$ cat config.mk
export PLATFORM = sky130hd
export DESIGN_NAME = ifmap_stream_writer
export DESIGN_NICKNAME = d
export VERILOG_FILES = /design/src/rtl/ifmap_stream_writer.sv
export SDC_FILE = /design/constraint.sdc
export NUM_CORES = 1
export LEC_CHECK = 0
export ABC_AREA = 1
export BUFFER_PORTS_ARGS = -buffer_cell sky130_fd_sc_hd__buf_2
export CORE_MARGIN = 1.5
export CORE_UTILIZATION = 60
export CTS_CLUSTER_SIZE = 40
export DETAILED_ROUTE_END_ITERATION = 7
export PLACE_DENSITY = 0.94
export SYNTH_ARGS = -nofsm -noshare
export SYNTH_HDL_FRONTEND = slang
export SYNTH_SLANG_ARGS = --single-unit
$ cat constraint.sdc
create_clock -name clk -period 4.7 [get_ports clk]
set_input_delay 1.175 -clock clk [delete_from_list [all_inputs] [get_ports clk]]
set_output_delay 1.175 -clock clk [all_outputs]
set_load 0.005 [all_outputs]
$ cat src/rtl/ifmap_stream_writer.sv
// ifmap_stream_writer
// Copies a 2-D block of words from a scratch memory into the IFMap circular
// buffer, one word at a time, and tags each word with start-of-row and
// end-of-row bits.
//
// Ports
//   clk, rst         clock, asynchronous active-high reset
//   Start            one-cycle transfer request, honoured only when idle
//   base_addr        address of the first word of row 0
//   row_stride       address step between the first words of adjacent rows
//   row_len          words per row
//   num_rows         number of rows
//   mem_ren/mem_addr scratch-memory read port (data returns one cycle later)
//   mem_rdata        scratch-memory read data
//   ready            IFMap buffer not-full
//   write_en/dout    IFMap buffer write port, dout = {sor, eor, data}
//   busy             high whenever a transfer is in progress
//   done             one-cycle completion pulse
//
// state | meaning
// IDLE  | waiting for Start
// READ  | read request on the memory port
// LOAD  | read data captured into dout with its row tags
// PUSH  | write_en held until the buffer accepts the word
// FIN   | done pulse, back to IDLE next cycle
module ifmap_stream_writer #(
   parameter int DATA_WIDTH = 20,
   parameter int ADDR_WIDTH = 8,
   parameter int LEN_WIDTH  = 6
) (
   input  logic                  clk,
   input  logic                  rst,
   input  logic                  Start,
   input  logic [ADDR_WIDTH-1:0] base_addr,
   input  logic [ADDR_WIDTH-1:0] row_stride,
   input  logic [LEN_WIDTH-1:0]  row_len,
   input  logic [LEN_WIDTH-1:0]  num_rows,
   output logic                  mem_ren,
   output logic [ADDR_WIDTH-1:0] mem_addr,
   input  logic [DATA_WIDTH-1:0] mem_rdata,
   input  logic                  ready,
   output logic                  write_en,
   output logic [DATA_WIDTH+1:0] dout,
   output logic                  busy,
   output logic                  done
);

   typedef enum logic [2:0] {IDLE, READ, LOAD, PUSH, FIN} state_t;

   state_t                state;
   logic [ADDR_WIDTH-1:0] stride_r;
   logic [ADDR_WIDTH-1:0] row_base;
   logic [LEN_WIDTH-1:0]  len_r;
   logic [LEN_WIDTH-1:0]  rows_r;
   logic [LEN_WIDTH-1:0]  col;
   logic [LEN_WIDTH-1:0]  row;

   logic [LEN_WIDTH-1:0]  col_next;
   logic [ADDR_WIDTH-1:0] next_row_base;
   logic                  last_col;
   logic                  last_row;

   assign col_next      = col + LEN_WIDTH'(1);
   assign next_row_base = row_base + stride_r;
   assign last_col      = (col == len_r - LEN_WIDTH'(1));
   assign last_row      = (row == rows_r - LEN_WIDTH'(1));

   // dout doubles as the word register: it is loaded once in LOAD and then
   // held untouched for however long PUSH waits on ready.
   always_ff @(posedge clk or posedge rst) begin
      if (rst) begin
         state    <= IDLE;
         stride_r <= '0;
         row_base <= '0;
         len_r    <= '0;
         rows_r   <= '0;
         col      <= '0;
         row      <= '0;
         mem_ren  <= 1'b0;
         mem_addr <= '0;
         write_en <= 1'b0;
         dout     <= '0;
         busy     <= 1'b0;
         done     <= 1'b0;
      end else begin
         case (state)
            IDLE: begin
               if (Start) begin
                  stride_r <= row_stride;
                  len_r    <= row_len;
                  rows_r   <= num_rows;
                  row_base <= base_addr;
                  col      <= '0;
                  row      <= '0;
                  busy     <= 1'b1;
                  if (row_len == '0 || num_rows == '0) begin
                     state <= FIN;
                     done  <= 1'b1;
                  end else begin
                     state    <= READ;
                     mem_ren  <= 1'b1;
                     mem_addr <= base_addr;
                  end
               end
            end
            READ: begin
               mem_ren <= 1'b0;
               state   <= LOAD;
            end
            LOAD: begin
               dout     <= {(col == '0), last_col, mem_rdata};
               write_en <= 1'b1;
               state    <= PUSH;
            end
            PUSH: begin
               if (ready) begin
                  write_en <= 1'b0;
                  if (!last_col) begin
                     col      <= col_next;
                     mem_addr <= row_base + ADDR_WIDTH'(col_next);
                     mem_ren  <= 1'b1;
                     state    <= READ;
                  end else if (!last_row) begin
                     col      <= '0;
                     row      <= row + LEN_WIDTH'(1);
                     row_base <= next_row_base;
                     mem_addr <= next_row_base;
                     mem_ren  <= 1'b1;
                     state    <= READ;
                  end else begin
                     done  <= 1'b1;
                     state <= FIN;
                  end
               end
            end
            FIN: begin
               done  <= 1'b0;
               busy  <= 1'b0;
               state <= IDLE;
            end
            default: state <= IDLE;
         endcase
      end
   end

endmodule
==> results of run 1 <==
-- sequential cells by signal, summed over array words and instances, names as in the netlist, 3 cells and up --
register	cells
len_r	6
row_base	8
col	6
row	6
dout	22
rows_r	6
mem_addr	8
state	3
stride_r	8
-- final timing paths --
kind	endpoint	slack (ns)	cells after the start
min in group asynchronous	dout[2]	0.87	2
max	dout[21]	1.75	3
min	dout[14]	0.48	2
max reg2reg	dout[21]	1.75	3
max in group asynchronous	row[5]	2.78	3
min reg2reg	dout[14]	0.48	2
-- metrics by stage --
step	area, um^2	std cells	hold WS [ns]
6_report	5296	803	0.4756
5_1_grt	5296	803	0.4990
4_1_cts	5296	803	0.4818
3_5_place_dp	5115	787	0.4602
3_3_place_gp	5115	787	0.4483
2_1_floorplan	4604	612	0.4650
-- logic make-up after synthesis --
logic type,count (synthesis)
simple gates,358
xor+xnor,21
mux,7
compound gates,53
flops,77
fa+ha+maj,21
buf+inv,75
-- cells in the mapped netlist (all sizes together) --
library cell / n / share of area, %
nand2: 247 / 21
dfrtp: 77 / 42
inv: 62 / 5.1
nand3: 44 / 5.4
nor2: 42 / 4.3
o21ai: 28 / 3.3
a21oi: 19 / 2.1
ha: 19 / 5.2
xor2: 17 / 3.2
nand4: 16 / 2.2
clkbuf: 7 / 0.57
mux2: 7 / 1.7
buf: 4 / 0.71
xnor2: 4 / 0.76
and2: 2 / 0.27
clkinv: 2 / 0.16
fa: 2 / 0.87
nor3: 2 / 0.22
or2: 2 / 0.27
a21boi: 1 / 0.16
a21o: 1 / 0.16
a31oi: 1 / 0.14
nand3b: 1 / 0.16
nor4: 1 / 0.14
o21a: 1 / 0.16
o21bai: 1 / 0.16
o41ai: 1 / 0.19
or3: 1 / 0.14
-- worst min-delay path: cells and delay by family, from the launching register on --
kind,cells,cell delay [ns]
simple gates,2,0.10
flops,1,0.35
-- area by class of cell --
type	instances	area share, %
repair buffers	87	8.316
clock inverters	7	1.087
inverters	64	4.536
multi-input cells	460	45.00
flip-flops and latches	77	36.38
clock buffers	9	2.339
well taps	99	2.339
-- metal layers --
metal	wire (um)	vias up
met5	0	-
met4	213	0
met3	603	26
met2	5819	151
met1	4562	2043
li1	-	2123
-- where the power goes --
part,internal [mW],switching (mW)
Clock,0.198,0.276
Sequential,0.942,0.217
Combinational,0.696,1.21
==> impl_results.html, run 1 <==
<table>
<tr><th>Metric</th><th>Value</th></tr>
<tr><th colspan="2">Outcome</th></tr>
<tr><td>Status</td><td>complete, no violations</td></tr>
<tr><th colspan="2">Worst setup path</th></tr>
<tr><td>Worst r2r src</td><td>state[2]</td></tr>
<tr><td>Worst setup SP type</td><td>register</td></tr>
<tr><td>Worst Path Class, Setup</td><td>register to register</td></tr>
<tr><td>Largest fanout on the critical path</td><td>26</td></tr>
<tr><td>Worst-path cell chain</td><td>nor3_2 -&gt; clkinv_1 -&gt; o41ai_1</td></tr>
<tr><td>Stage delay of the slowest cell on the critical path</td><td>~0.95 ns</td></tr>
<tr><td>CP Launch Point</td><td>state[2]</td></tr>
<tr><td>Critical-path top delay cell</td><td>sky130_fd_sc_hd__nor3_2</td></tr>
<tr><td>Required arrival time at the worst endpoint</td><td>4.96 ns</td></tr>
<tr><td>Crit path capture type</td><td>register</td></tr>
<tr><td>Worst Path Buf+Inv</td><td>1</td></tr>
<tr><td>Worst Path Arrival</td><td>3.20 ns</td></tr>
<tr><td>Crit path max-delay family</td><td>simple AND/OR/NAND/NOR gates</td></tr>
<tr><th colspan="2">Detailed routing</th></tr>
<tr><td>Final Routed Wirelength</td><td>around 11000 um</td></tr>
<tr><td>Per-cell routed wire length</td><td>approximately 14 um</td></tr>
<tr><td>Detailed Routing Iterations Pass 1</td><td>5</td></tr>
<tr><td>Average via count per standard cell</td><td>5.408</td></tr>
<tr><td>Vias after detailed routing</td><td>about 4300</td></tr>
<tr><td>Detailed Route Iter0 Violations</td><td>roughly 270</td></tr>
<tr><td>Remaining antenna violation count after routing</td><td>0</td></tr>
<tr><td>DRC violations left</td><td>0</td></tr>
<tr><th colspan="2">Synth</th></tr>
<tr><td>Post-Synth Simple-Gate Area</td><td>between 30% and 40%</td></tr>
<tr><td>Adder and majority gate portion of the synthesized area</td><td>about 6%</td></tr>
<tr><td>Synthesized-area fraction occupied by xor and xnor cells</td><td>between 3 and 4%</td></tr>
<tr><td>Gate Count Post-Synth</td><td>roughly 600</td></tr>
<tr><td>Sequential fraction of the synthesis area</td><td>about two fifths</td></tr>
<tr><td>Post-Synthesis Mean Instance Area</td><td>7.524 um^2</td></tr>
<tr><td>Fraction of the mapped netlist area in compound gates</td><td>6.332%</td></tr>
<tr><td>Combinational family with the most area after synthesis</td><td>simple AND/OR/NAND/NOR gates</td></tr>
<tr><td>#FFs+latches synth</td><td>77</td></tr>
<tr><td>Synth warn</td><td>0</td></tr>
<tr><td>Mapped Nets</td><td>a little under 700</td></tr>
<tr><td>Distinct cell type count of the synthesized netlist</td><td>40</td></tr>
<tr><td>Mapped cell area</td><td>approximately 4600 um^2</td></tr>
<tr><td>Multiplexer area fraction after synthesis</td><td>roughly 1.7%</td></tr>
<tr><th colspan="2">Final layout</th></tr>
<tr><td>Final Net Count</td><td>between 700 and 800</td></tr>
<tr><td>Antenna diodes</td><td>0</td></tr>
<tr><td>Share of cells above drive strength 1</td><td>between 20% and 30%</td></tr>
<tr><td>Final Core Density</td><td>72.25%</td></tr>
<tr><td>Multi-input gate area in the final layout</td><td>around 2400 um^2</td></tr>
<tr><td>Most used cells in the layout excluding fill and tap cells</td><td>sky130_fd_sc_hd__nand2_1, sky130_fd_sc_hd__buf_2, sky130_fd_sc_hd__dfrtp_1</td></tr>
<tr><td>Number of inserted filler cells in the final layout</td><td>572</td></tr>
<tr><td>Leading cell type in the layout, fill and taps excluded</td><td>sky130_fd_sc_hd__nand2_1</td></tr>
<tr><td>Total area of sequential cells</td><td>1927 um^2</td></tr>
<tr><td>Synth-to-layout area growth</td><td>15.03%</td></tr>
<tr><th colspan="2">Clocking</th></tr>
<tr><td>Clock input transition at the sequential cells of the worst setup and hold paths</td><td>~0.090 ns</td></tr>
<tr><td>CTS tree</td><td>built</td></tr>
<tr><td>Number of buffers created by CTS</td><td>9</td></tr>
<tr><td>Setup Buffers After CTS</td><td>0</td></tr>
<tr><td>Number of gates given a new drive strength after cts</td><td>0</td></tr>
<tr><td>Worst-case clock buffer depth</td><td>2</td></tr>
<tr><td>Post-CTS Hold Fix Bufs</td><td>0</td></tr>
<tr><td>Sink count of the clock tree</td><td>just under 80</td></tr>
<tr><td>Clock tree root buffer cell</td><td>sky130_fd_sc_hd__clkbuf_8</td></tr>
<tr><td>Maximum level of the CTS H-tree</td><td>3</td></tr>
<tr><td>Clock latency of the later-clocked register in the worst-skew pair</td><td>approximately 0.37 ns</td></tr>
<tr><th colspan="2">GRT</th></tr>
<tr><td>First-pass GRT wire length</td><td>about 19000 um</td></tr>
<tr><td>Via count of the first global-routing pass</td><td>about 4300</td></tr>
<tr><td>Fraction of met1 tracks used by global routing</td><td>35.29%</td></tr>
<tr><td>Overall routing resource usage</td><td>29.59%</td></tr>
<tr><td>Largest net degree at the start of global routing</td><td>50</td></tr>
<tr><td>Initial antenna violation count</td><td>0</td></tr>
<tr><td>GR Util met3</td><td>6.145%</td></tr>
<tr><td>Most Used Layer, Global Route</td><td>met2</td></tr>
<tr><td>GR met2 Demand/Resource</td><td>between 50% and 60%</td></tr>
<tr><td>Overall overflow remaining after global route</td><td>0</td></tr>
<tr><th colspan="2">Power and ir drop</th></tr>
<tr><td>Areal power density over the cells</td><td>between 600 and 700 nW/um^2</td></tr>
<tr><td>Leakage power total</td><td>about 2.9 nW</td></tr>
<tr><td>Total Power Consumption</td><td>3.543 mW</td></tr>
<tr><td>Worst-case vdd ir drop</td><td>approximately 0.42 mV</td></tr>
<tr><th colspan="2">STA</th></tr>
<tr><td>Final critical-path share of the clock period</td><td>about 63%</td></tr>
<tr><td>Final-report hold violation count</td><td>0</td></tr>
<tr><td>Number of slew-limit violations in the final report</td><td>0</td></tr>
<tr><td>Transition time of the tightest slew-check pin</td><td>1.167 ns</td></tr>
<tr><td>Setup violators final</td><td>0</td></tr>
<tr><td>Final setup slack of the worst path</td><td>1.754 ns</td></tr>
<tr><td>Worst rel slew slack</td><td>about 22%</td></tr>
<tr><td>FMAX</td><td>between 300 and 400 MHz</td></tr>
<tr><td>Setup total negative slack</td><td>0 ns</td></tr>
<tr><td>Final critical delay including setup and external delays</td><td>about 3 ns</td></tr>
<tr><td>Fin Clk Skew</td><td>between 0.01 and 0.015 ns</td></tr>
<tr><td>RSZ-0062 raised after global routing</td><td>no</td></tr>
<tr><th colspan="2">Place</th></tr>
<tr><td>Final estimated routing congestion in global placement</td><td>0.9252</td></tr>
<tr><td>HPWL after detailed placement</td><td>approximately 8400 um</td></tr>
<tr><td>Setup slack at placement</td><td>between 1.5 and 2 ns</td></tr>
<tr><td>Port bufs</td><td>85</td></tr>
<tr><th colspan="2">Floorplan</th></tr>
<tr><td>Die area</td><td>just over 8000 um^2</td></tr>
<tr><td>Die Span Y</td><td>a little over 90 um</td></tr>
<tr><td>Horizontal die dimension</td><td>90.60 um</td></tr>
<tr><td>Row count</td><td>31</td></tr>
<tr><td>Starting density of the core</td><td>between 60% and 70%</td></tr>
<tr><td>Core outline area</td><td>between 7000 and 8000 um^2</td></tr>
<tr><td>I/O pins</td><td>86</td></tr>
<tr><th colspan="2">Min path</th></tr>
<tr><td>Origin of the worst min-delay path</td><td>dout[14]</td></tr>
<tr><td>Path category of the worst min-delay check</td><td>register to register</td></tr>
<tr><th colspan="2">Job</th></tr>
<tr><td>Max-cap violations</td><td>0</td></tr>
</table>
Power figures use the tool's default switching activity.
==> run 2: changes to the inputs <==
--- a/config.mk
+++ b/config.mk
@@ -5,13 +5,13 @@
 export SDC_FILE = /design/constraint.sdc
 export NUM_CORES = 1
 export LEC_CHECK = 0
-export ABC_AREA = 1
+export ABC_AREA = 0
 export BUFFER_PORTS_ARGS = -buffer_cell sky130_fd_sc_hd__buf_2
 export CORE_MARGIN = 1.5
-export CORE_UTILIZATION = 60
+export CORE_UTILIZATION = 56
 export CTS_CLUSTER_SIZE = 40
 export DETAILED_ROUTE_END_ITERATION = 7
-export PLACE_DENSITY = 0.94
+export PLACE_DENSITY = 0.9
 export SYNTH_ARGS = -nofsm -noshare
 export SYNTH_HDL_FRONTEND = slang
 export SYNTH_SLANG_ARGS = --single-unit
==> constraint.sdc (replaced) <==
create_clock -name clk -period 3.1 [get_ports clk]
set_input_delay 0.775 -clock clk [delete_from_list [all_inputs] [get_ports clk]]
set_output_delay 0.775 -clock clk [all_outputs]
set_load 0.005 [all_outputs]
==> run 2 against run 1 <==
Cell area shrank 3.9%. Hold slack better by 0.0053 ns. Combinational power rose by 48%. Maximum frequency is 6.3% higher. First-iteration DRC count rose by 26%. Synthesized cell count down 26%. Sequential power is 56% higher. Critical path depth is 4 higher. Wire length fell by 4.2%. Largest cell class unchanged. Largest power group unchanged. Highest routed layer unchanged.
==> impl_results.html, run 2 <==
<table>
<tr><th>Metric</th><th>Value</th></tr>
<tr><th colspan="2">Worst setup path</th></tr>
<tr><td>Setup crit end</td><td>row[4] (was dout[21])</td></tr>
<tr><td>Worst setup SP type</td><td>register (unchanged)</td></tr>
<tr><td>Crit path capture type</td><td>register (unchanged)</td></tr>
<tr><td>Largest fanout on the critical path</td><td>11 (was 26)</td></tr>
<tr><td>Required arrival time at the worst endpoint</td><td>3.39 ns (was 4.96 ns)</td></tr>
<tr><td>Worst reg2reg setup slack</td><td>0.33 ns (was 1.75 ns)</td></tr>
<tr><td>Worst Path Arrival</td><td>3.06 ns (was 3.20 ns)</td></tr>
<tr><td>Worst Path Class, Setup</td><td>register to register (unchanged)</td></tr>
<tr><td>Cells on worst reg2reg path</td><td>7 (was 3)</td></tr>
<tr><td>CP Launch Point</td><td>len_r[0] (was state[2])</td></tr>
<tr><td>Worst r2r src</td><td>len_r[0] (was state[2])</td></tr>
<tr><td>R2R Path End</td><td>row[4] (was dout[21])</td></tr>
<tr><th colspan="2">GRT</th></tr>
<tr><td>First-pass GRT wire length</td><td>17640 um (was 19420 um)</td></tr>
<tr><td>Overall overflow remaining after global route</td><td>0 (unchanged)</td></tr>
<tr><td>Via count of the first global-routing pass</td><td>3751 (was 4283)</td></tr>
<tr><td>Largest net degree at the start of global routing</td><td>50 (unchanged)</td></tr>
<tr><td>Initial antenna violation count</td><td>0 (unchanged)</td></tr>
<tr><td>Overall routing resource usage</td><td>27.04% (was 29.59%)</td></tr>
<tr><th colspan="2">Detailed routing</th></tr>
<tr><td>Detailed Routing Iterations Pass 1</td><td>5 (unchanged)</td></tr>
<tr><td>Per-cell routed wire length</td><td>16.74 um (was 13.95 um)</td></tr>
<tr><td>Average via count per standard cell</td><td>5.964 (was 5.408)</td></tr>
<tr><td>Detailed Route Iter0 Violations</td><td>334 (was 266)</td></tr>
<tr><td>Vias after detailed routing</td><td>3823 (was 4343)</td></tr>
<tr><td>Remaining antenna violation count after routing</td><td>0 (unchanged)</td></tr>
<tr><td>DRC violations left</td><td>0 (unchanged)</td></tr>
<tr><td>Final Routed Wirelength</td><td>10730 um (was 11200 um)</td></tr>
<tr><th colspan="2">Clocking</th></tr>
<tr><td>Post-CTS Hold Fix Bufs</td><td>0 (unchanged)</td></tr>
<tr><td>Clock tree root buffer cell</td><td>sky130_fd_sc_hd__clkbuf_8 (unchanged)</td></tr>
<tr><td>Maximum level of the CTS H-tree</td><td>3 (unchanged)</td></tr>
<tr><td>Number of buffers created by CTS</td><td>9 (unchanged)</td></tr>
<tr><td>Sink count of the clock tree</td><td>77 (unchanged)</td></tr>
<tr><td>CTS tree</td><td>built (unchanged)</td></tr>
<tr><td>Number of gates given a new drive strength after cts</td><td>0 (unchanged)</td></tr>
<tr><td>Worst-case clock buffer depth</td><td>2 (unchanged)</td></tr>
<tr><td>Clock latency of the later-clocked register in the worst-skew pair</td><td>0.37 ns (about the same)</td></tr>
<tr><td>Setup Buffers After CTS</td><td>0 (unchanged)</td></tr>
<tr><td>Clock input transition at the sequential cells of the worst setup and hold paths</td><td>0.09 ns (about the same)</td></tr>
<tr><th colspan="2">Synth</th></tr>
<tr><td>Mapped Nets</td><td>525 (was 685)</td></tr>
<tr><td>Fraction of synthesized cell area taken by the top area cell type</td><td>44.43% (was 41.85%)</td></tr>
<tr><td>Area leader, netlist</td><td>sky130_fd_sc_hd__dfrtp_1 (unchanged)</td></tr>
<tr><td>Post-synth top flop</td><td>sky130_fd_sc_hd__dfrtp_1 (unchanged)</td></tr>
<tr><td>Number of enable flip-flop cells after synthesis</td><td>0 (unchanged)</td></tr>
<tr><td>Synth warn</td><td>0 (unchanged)</td></tr>
<tr><td>Distinct cell type count of the synthesized netlist</td><td>51 (was 40)</td></tr>
<tr><td>Most frequent cells after synthesis</td><td>sky130_fd_sc_hd__dfrtp_1, sky130_fd_sc_hd__nand2_1, sky130_fd_sc_hd__nor2_1, sky130_fd_sc_hd__o21ai_0, sky130_fd_sc_hd__mux2_2 (was sky130_fd_sc_hd__nand2_1, sky130_fd_sc_hd__dfrtp_1, sky130_fd_sc_hd__inv_1, sky130_fd_sc_hd__nand3_1, sky130_fd_sc_hd__nor2_1)</td></tr>
<tr><td>Cell types occupying the most area after synthesis</td><td>sky130_fd_sc_hd__dfrtp_1, sky130_fd_sc_hd__nand2_1, sky130_fd_sc_hd__mux2_2 (was sky130_fd_sc_hd__dfrtp_1, sky130_fd_sc_hd__nand2_1, sky130_fd_sc_hd__ha_1)</td></tr>
<tr><td>Mapped cell area</td><td>4337 um^2 (was 4604 um^2)</td></tr>
<tr><td>Gate Count Post-Synth</td><td>452 (was 612)</td></tr>
<tr><td>Post-Synthesis Mean Instance Area</td><td>9.594 um^2 (was 7.524 um^2)</td></tr>
<tr><td>#FFs+latches synth</td><td>77 (unchanged)</td></tr>
<tr><td>Synth async-reset ratio</td><td>100.0% (unchanged)</td></tr>
<tr><td>Sequential fraction of the synthesis area</td><td>44.43% (was 41.85%)</td></tr>
<tr><th colspan="2">Job</th></tr>
<tr><td>Max-cap violations</td><td>0 (unchanged)</td></tr>
<tr><th colspan="2">Floorplan</th></tr>
<tr><td>Core outline area</td><td>7370 um^2 (was 7331 um^2)</td></tr>
<tr><td>I/O pins</td><td>86 (unchanged)</td></tr>
<tr><td>Horizontal die dimension</td><td>91 um (was 90.60 um)</td></tr>
<tr><td>Starting density of the core</td><td>58.85% (was 62.81%)</td></tr>
<tr><td>Die Span Y</td><td>91 um (was 90.60 um)</td></tr>
<tr><td>Row count</td><td>31 (unchanged)</td></tr>
<tr><td>Die area</td><td>8281 um^2 (was 8208 um^2)</td></tr>
<tr><th colspan="2">STA</th></tr>
<tr><td>Fin Clk Skew</td><td>0.01040 ns (was 0.01150 ns)</td></tr>
<tr><td>Number of slew-limit violations in the final report</td><td>0 (unchanged)</td></tr>
<tr><td>FMAX</td><td>360.8 MHz (was 339.4 MHz)</td></tr>
<tr><td>Final setup slack of the worst path</td><td>0.3283 ns (was 1.754 ns)</td></tr>
<tr><td>Setup total negative slack</td><td>0 ns (unchanged)</td></tr>
<tr><td>Final critical-path share of the clock period</td><td>89.41% (was 62.69%)</td></tr>
<tr><td>Final-report hold violation count</td><td>0 (unchanged)</td></tr>
<tr><td>Worst-case hold slack</td><td>0.4809 ns (was 0.4756 ns)</td></tr>
<tr><td>Final critical delay including setup and external delays</td><td>2.772 ns (was 2.946 ns)</td></tr>
<tr><td>RSZ-0062 raised after global routing</td><td>no (unchanged)</td></tr>
<tr><td>Transition time of the tightest slew-check pin</td><td>0.6703 ns (was 1.167 ns)</td></tr>
<tr><td>Worst rel slew slack</td><td>55.25% (was 21.80%)</td></tr>
<tr><td>Setup violators final</td><td>0 (unchanged)</td></tr>
<tr><th colspan="2">Final layout</th></tr>
<tr><td>Final Instance Count excl. Fillers</td><td>641 (was 803)</td></tr>
<tr><td>Number of inserted filler cells in the final layout</td><td>555 (was 572)</td></tr>
<tr><td>Register name with the most flops</td><td>dout (unchanged)</td></tr>
<tr><td>Leading cell type in the layout, fill and taps excluded</td><td>sky130_fd_sc_hd__buf_2 (was sky130_fd_sc_hd__nand2_1)</td></tr>
<tr><td>Final Net Count</td><td>610 (was 772)</td></tr>
<tr><td>Most used cells in the layout excluding fill and tap cells</td><td>sky130_fd_sc_hd__buf_2, sky130_fd_sc_hd__nand2_1, sky130_fd_sc_hd__dfrtp_1 (was sky130_fd_sc_hd__nand2_1, sky130_fd_sc_hd__buf_2, sky130_fd_sc_hd__dfrtp_1)</td></tr>
<tr><td>Largest register FFs</td><td>22 (unchanged)</td></tr>
<tr><td>Synth-to-layout area growth</td><td>17.37% (was 15.03%)</td></tr>
<tr><td>Antenna diodes</td><td>0 (unchanged)</td></tr>
<tr><td>Share of cells above drive strength 1</td><td>26.20% (was 20.60%)</td></tr>
<tr><th colspan="2">Min path</th></tr>
<tr><td>Path category of the worst min-delay check</td><td>input pin to asynchronous set/reset pin (was register to register)</td></tr>
<tr><th colspan="2">Outcome</th></tr>
<tr><td>Status</td><td>complete, no violations (unchanged)</td></tr>
<tr><th colspan="2">Place</th></tr>
<tr><td>Setup slack at placement</td><td>0.3771 ns (was 1.815 ns)</td></tr>
<tr><td>Port bufs</td><td>85 (unchanged)</td></tr>
<tr><td>DP Cell Count</td><td>625 (was 787)</td></tr>
<tr><td>Final estimated routing congestion in global placement</td><td>0.8755 (was 0.9252)</td></tr>
<tr><td>HPWL after detailed placement</td><td>7862 um (was 8390 um)</td></tr>
<tr><th colspan="2">Power and ir drop</th></tr>
<tr><td>Leakage power total</td><td>2.411 nW (was 2.941 nW)</td></tr>
<tr><td>Worst-case vdd ir drop</td><td>0.5445 mV (was 0.4224 mV)</td></tr>
<tr><td>Total Power Consumption</td><td>5.439 mW (was 3.543 mW)</td></tr>
<tr><td>Areal power density over the cells</td><td>1069 nW/um^2 (was 668.9 nW/um^2)</td></tr>
</table>
## run 2: cell types whose count changed in the layout (fill, tap and decap cells not counted), moves of 10 or more
cell                       previous run  this run
sky130_fd_sc_hd__a211oi_1             0        10
sky130_fd_sc_hd__inv_2               14         1
sky130_fd_sc_hd__nand2_1            243        77
sky130_fd_sc_hd__nor3_1               1        15
sky130_fd_sc_hd__inv_1               48        17
sky130_fd_sc_hd__nand4_1             16         1
sky130_fd_sc_hd__nand3_1             40         6
sky130_fd_sc_hd__mux2_2               7        23
## run 2: logic make-up after synthesis
logic type | share of synthesized area, %
AO/OA/AOI/OAI | 16.88
XOR/XNOR | 5.251
flip-flops | 44.43
multiplexers | 6.896
adder cells (fa/ha/maj) | 6.405
AND/OR/NAND/NOR | 16.88
buffers and inverters | 3.260
## run 2: power breakdown
group / internal [mW] / leakage, nW / switching (mW)
Clock: 0.384 / 0.101 / 0.425
Combinational: 1.26 / 1.39 / 1.56
Sequential: 1.44 / 0.924 / 0.374
## run 2: layout make-up
cell class | count | area (um^2) | area share [%]
timing repair buffer | 92 | 490.5 | 9.636
inverter | 18 | 67.56 | 1.327
tap | 99 | 123.9 | 2.434
clock buffer | 9 | 123.9 | 2.434
clock inverter | 7 | 81.33 | 1.598
multi-input combinational | 339 | 2276 | 44.71
sequential | 77 | 1927 | 37.86
## run 2: routing by layer
layer | part of all wire (%) | vias to the layer above | wire length (um) | track usage, %
li1 | - | 1771 | - | -
met1 | 41 | 1864 | 4362 | 33.19
met2 | 51 | 159 | 5418 | 46.14
met3 | 6.4 | 29 | 691 | 5.779
met4 | 2.4 | 0 | 255 | 10.94
met5 | 0 | - | 0 | 0
## run 2: worst max-delay path, cell delays in order (launching register included)
cell and delay (ns):
sky130_fd_sc_hd__dfrtp_1 0.42, sky130_fd_sc_hd__or4_1 0.57, sky130_fd_sc_hd__or3_1 0.37, sky130_fd_sc_hd__a32oi_1 0.23, sky130_fd_sc_hd__and2_4 0.28, sky130_fd_sc_hd__a31oi_4 0.16, sky130_fd_sc_hd__or4_1 0.50, sky130_fd_sc_hd__a21oi_1 0.16
## run 2: how the worst min path moves through the flow
stage                      startpoint          end  slack [ns]
after detailed placement  mem_addr[0]  mem_addr[0]        0.46
after global placement    mem_addr[0]  mem_addr[0]        0.46
final                             rst  mem_addr[7]        0.48
after floorplan           stride_r[0]  stride_r[0]        0.45
after CTS                 mem_addr[0]  mem_addr[0]        0.48
after global routing         write_en     write_en        0.51
## run 2: per-stage QoR
step | cell area, um^2 | util, %
2_1_floorplan | 4337 | -
3_3_place_gp | 4885 | 66.28
3_5_place_dp | 4885 | 66.28
4_1_cts | 5090 | 69.07
5_1_grt | 5090 | 69.07
6_report | 5090 | 69.07
==> run 3: changes to the inputs <==
--- a/config.mk
+++ b/config.mk
@@ -7,7 +7,7 @@
 export LEC_CHECK = 0
 export ABC_AREA = 0
 export BUFFER_PORTS_ARGS = -buffer_cell sky130_fd_sc_hd__buf_2
-export CORE_MARGIN = 1.5
+export CORE_MARGIN = 2
 export CORE_UTILIZATION = 56
 export CTS_CLUSTER_SIZE = 40
 export DETAILED_ROUTE_END_ITERATION = 7
==> run 3 against run 2 <==
Utilization shrank 2.0 points. Sequential share of layout area shrank 0.084 points. Critical path depth is the same. Critical path type unchanged. Setup slack gained 0.043 ns. Hold slack gained 0.0051 ns. Global-route usage shrank 1.1 points.
==> impl_results.html, run 3 (synthesis gave the netlist of run 2 again) <==
<table>
<tr><th>Metric</th><th>Value</th></tr>
<tr><th colspan="2">Outcome</th></tr>
<tr><td>Status</td><td>complete, no violations (unchanged)</td></tr>
<tr><th colspan="2">Worst setup path</th></tr>
<tr><td>Worst Path Class, Setup</td><td>register to register (unchanged)</td></tr>
<tr><td>Worst reg2reg setup slack</td><td>0.37 ns (was 0.33 ns)</td></tr>
<tr><td>Worst Path Arrival</td><td>2.97 ns (was 3.06 ns)</td></tr>
<tr><td>Required arrival time at the worst endpoint</td><td>3.34 ns (was 3.39 ns)</td></tr>
<tr><td>Worst-path cell chain</td><td>or4_1 -&gt; or3_1 -&gt; a32oi_1 -&gt; nand2_1 -&gt; o31ai_4 -&gt; nor2_1 -&gt; a221oi_1 (was or4_1 -&gt; or3_1 -&gt; a32oi_1 -&gt; and2_4 -&gt; a31oi_4 -&gt; or4_1 -&gt; a21oi_1)</td></tr>
<tr><td>Largest fanout on the critical path</td><td>10 (was 11)</td></tr>
<tr><td>Worst setup SP type</td><td>register (unchanged)</td></tr>
<tr><td>Stage delay of the slowest cell on the critical path</td><td>0.56 ns (was 0.57 ns)</td></tr>
<tr><td>Critical-path top delay cell</td><td>sky130_fd_sc_hd__or4_1 (unchanged)</td></tr>
<tr><td>Crit path capture type</td><td>register (unchanged)</td></tr>
<tr><th colspan="2">Final layout</th></tr>
<tr><td>Leading cell type in the layout, fill and taps excluded</td><td>sky130_fd_sc_hd__buf_2 (unchanged)</td></tr>
<tr><td>Antenna diodes</td><td>0 (unchanged)</td></tr>
<tr><td>Post-route cell area</td><td>5101 um^2 (was 5090 um^2)</td></tr>
<tr><td>Number of inserted filler cells in the final layout</td><td>590 (was 555)</td></tr>
<tr><td>Synth-to-layout area growth</td><td>17.63% (was 17.37%)</td></tr>
<tr><td>Total area of sequential cells</td><td>1927 um^2 (unchanged)</td></tr>
<tr><td>Multi-input gate area in the final layout</td><td>2276 um^2 (unchanged)</td></tr>
<tr><td>Most used cells in the layout excluding fill and tap cells</td><td>sky130_fd_sc_hd__buf_2, sky130_fd_sc_hd__nand2_1, sky130_fd_sc_hd__dfrtp_1 (unchanged)</td></tr>
<tr><td>Share of cells above drive strength 1</td><td>26.20% (unchanged)</td></tr>
<tr><td>Final Instance Count excl. Fillers</td><td>644 (was 641)</td></tr>
<tr><td>Largest register FFs</td><td>22 (unchanged)</td></tr>
<tr><td>Register name with the most flops</td><td>dout (unchanged)</td></tr>
<tr><td>Final Net Count</td><td>610 (unchanged)</td></tr>
<tr><th colspan="2">Detailed routing</th></tr>
<tr><td>Average via count per standard cell</td><td>5.828 (was 5.964)</td></tr>
<tr><td>DRC violations left</td><td>0 (unchanged)</td></tr>
<tr><td>Per-cell routed wire length</td><td>16.02 um (was 16.74 um)</td></tr>
<tr><td>Detailed Route Iter0 Violations</td><td>366 (was 334)</td></tr>
<tr><td>Vias after detailed routing</td><td>3753 (was 3823)</td></tr>
<tr><td>Final Routed Wirelength</td><td>10320 um (was 10730 um)</td></tr>
<tr><td>Detailed Routing Iterations Pass 1</td><td>4 (was 5)</td></tr>
<tr><td>Remaining antenna violation count after routing</td><td>0 (unchanged)</td></tr>
<tr><th colspan="2">Power and ir drop</th></tr>
<tr><td>Leakage power total</td><td>2.416 nW (was 2.411 nW)</td></tr>
<tr><td>Areal power density over the cells</td><td>1067 nW/um^2 (was 1069 nW/um^2)</td></tr>
<tr><td>Worst-case vdd ir drop</td><td>0.6689 mV (was 0.5445 mV)</td></tr>
<tr><th colspan="2">Place</th></tr>
<tr><td>Setup slack at placement</td><td>0.4439 ns (was 0.3771 ns)</td></tr>
<tr><td>Placed cell area</td><td>4888 um^2 (was 4885 um^2)</td></tr>
<tr><td>HPWL after detailed placement</td><td>7740 um (was 7862 um)</td></tr>
<tr><td>Final estimated routing congestion in global placement</td><td>0.8456 (was 0.8755)</td></tr>
<tr><td>DP Cell Count</td><td>628 (was 625)</td></tr>
<tr><td>Port bufs</td><td>85 (unchanged)</td></tr>
<tr><th colspan="2">Floorplan</th></tr>
<tr><td>Die Span Y</td><td>92 um (was 91 um)</td></tr>
<tr><td>Starting density of the core</td><td>57.01% (was 58.85%)</td></tr>
<tr><td>Row count</td><td>32 (was 31)</td></tr>
<tr><td>Core outline area</td><td>7607 um^2 (was 7370 um^2)</td></tr>
<tr><td>I/O pins</td><td>86 (unchanged)</td></tr>
<tr><td>Horizontal die dimension</td><td>92 um (was 91 um)</td></tr>
<tr><td>Die area</td><td>8464 um^2 (was 8281 um^2)</td></tr>
<tr><th colspan="2">STA</th></tr>
<tr><td>Worst rel slew slack</td><td>61.44% (was 55.25%)</td></tr>
<tr><td>Number of slew-limit violations in the final report</td><td>0 (unchanged)</td></tr>
<tr><td>Final-report hold violation count</td><td>0 (unchanged)</td></tr>
<tr><td>Setup violators final</td><td>0 (unchanged)</td></tr>
<tr><td>Final critical-path share of the clock period</td><td>88.03% (was 89.41%)</td></tr>
<tr><td>Transition time of the tightest slew-check pin</td><td>0.5740 ns (was 0.6703 ns)</td></tr>
<tr><td>RSZ-0062 raised after global routing</td><td>no (unchanged)</td></tr>
<tr><td>Setup total negative slack</td><td>0 ns (unchanged)</td></tr>
<tr><td>Final setup slack of the worst path</td><td>0.3710 ns (was 0.3283 ns)</td></tr>
<tr><td>Final critical delay including setup and external delays</td><td>2.729 ns (was 2.772 ns)</td></tr>
<tr><td>Worst-case hold slack</td><td>0.4860 ns (was 0.4809 ns)</td></tr>
<tr><td>FMAX</td><td>366.4 MHz (was 360.8 MHz)</td></tr>
<tr><td>Fin Clk Skew</td><td>0.008210 ns (was 0.01040 ns)</td></tr>
<tr><th colspan="2">Clocking</th></tr>
<tr><td>Clock input transition at the sequential cells of the worst setup and hold paths</td><td>0.08 ns (was 0.09 ns)</td></tr>
<tr><td>Setup Buffers After CTS</td><td>0 (unchanged)</td></tr>
<tr><td>Sink count of the clock tree</td><td>77 (unchanged)</td></tr>
<tr><td>Clock latency of the later-clocked register in the worst-skew pair</td><td>0.36 ns (was 0.37 ns)</td></tr>
<tr><td>CTS tree</td><td>built (unchanged)</td></tr>
<tr><td>Post-CTS Hold Fix Bufs</td><td>0 (unchanged)</td></tr>
<tr><td>Maximum level of the CTS H-tree</td><td>3 (unchanged)</td></tr>
<tr><td>Clock tree root buffer cell</td><td>sky130_fd_sc_hd__clkbuf_8 (unchanged)</td></tr>
<tr><td>Number of buffers created by CTS</td><td>9 (unchanged)</td></tr>
<tr><td>Number of gates given a new drive strength after cts</td><td>0 (unchanged)</td></tr>
<tr><td>Worst-case clock buffer depth</td><td>2 (unchanged)</td></tr>
<tr><th colspan="2">Min path</th></tr>
<tr><td>Path category of the worst min-delay check</td><td>register to register (was input pin to asynchronous set/reset pin)</td></tr>
<tr><th colspan="2">GRT</th></tr>
<tr><td>Initial antenna violation count</td><td>0 (unchanged)</td></tr>
<tr><td>Via count of the first global-routing pass</td><td>3682 (was 3751)</td></tr>
<tr><td>Overall overflow remaining after global route</td><td>0 (unchanged)</td></tr>
<tr><td>First-pass GRT wire length</td><td>17340 um (was 17640 um)</td></tr>
<tr><td>Overall routing resource usage</td><td>25.89% (was 27.04%)</td></tr>
<tr><td>Largest net degree at the start of global routing</td><td>78 (was 50)</td></tr>
<tr><th colspan="2">Job</th></tr>
<tr><td>Max-cap violations</td><td>0 (unchanged)</td></tr>
</table>
run 3: cell count changes in the layout (fill, tap and decap cells not counted), sizes merged:
cell,delta
clkinv,-1
inv,+1
run 3: routing by layer:
layer	share of wire [%]	vias to the layer above	wire [um]	global-route usage, %
met2	50	140	5163	43.57
li1	-	1763	-	-
met4	2.2	0	228	9.950
met3	6.0	27	622	5.259
met1	42	1823	4299	33.06
met5	0	-	0	0
run 3: area by class of cell:
class                   instances  share of cell area (%)
multi-input cells             339                   44.62
repair buffers                 92                   9.615
inverters                      18                   1.325
clock inverters                 7                   1.741
clock buffers                   9                   2.428
well taps                     102                   2.502
flip-flops and latches         77                   37.77
run 3: worst max-delay path: cells and delay by family (launching register included):
kind | cells | cell delay (ns)
AOI/OAI and AO/OA | 3 | 1.01
DFF | 1 | 0.42
and+or+nand+nor | 4 | 1.18
run 3: metrics by stage:
stage | util (%) | power [mW]
after detailed placement | 64.26 | 4.592
after global routing | 67.06 | 5.894
after floorplan | - | 3.760
after global placement | 64.26 | 4.424
after CTS | 67.06 | 5.431
final | 67.06 | 5.442
run 3: where the power goes:
group	internal (mW)	switching, mW	total (mW)
logic	1.26	1.55	2.81
registers	1.44	0.378	1.82
clock network	0.394	0.421	0.815
total	3.09	2.35	5.44
run 3: worst paths after layout:
kind / startpoint / to / cells past startpoint
max in group asynchronous: rst / row_base[6] / 3
worst max register to register: len_r[0] / row_base[0] / 7
min in group asynchronous: rst / dout[5] / 3
worst min register to register: mem_addr[1] / mem_addr[1] / 2
worst max-delay path: len_r[0] / row_base[0] / 7
worst min-delay path: mem_addr[1] / mem_addr[1] / 2
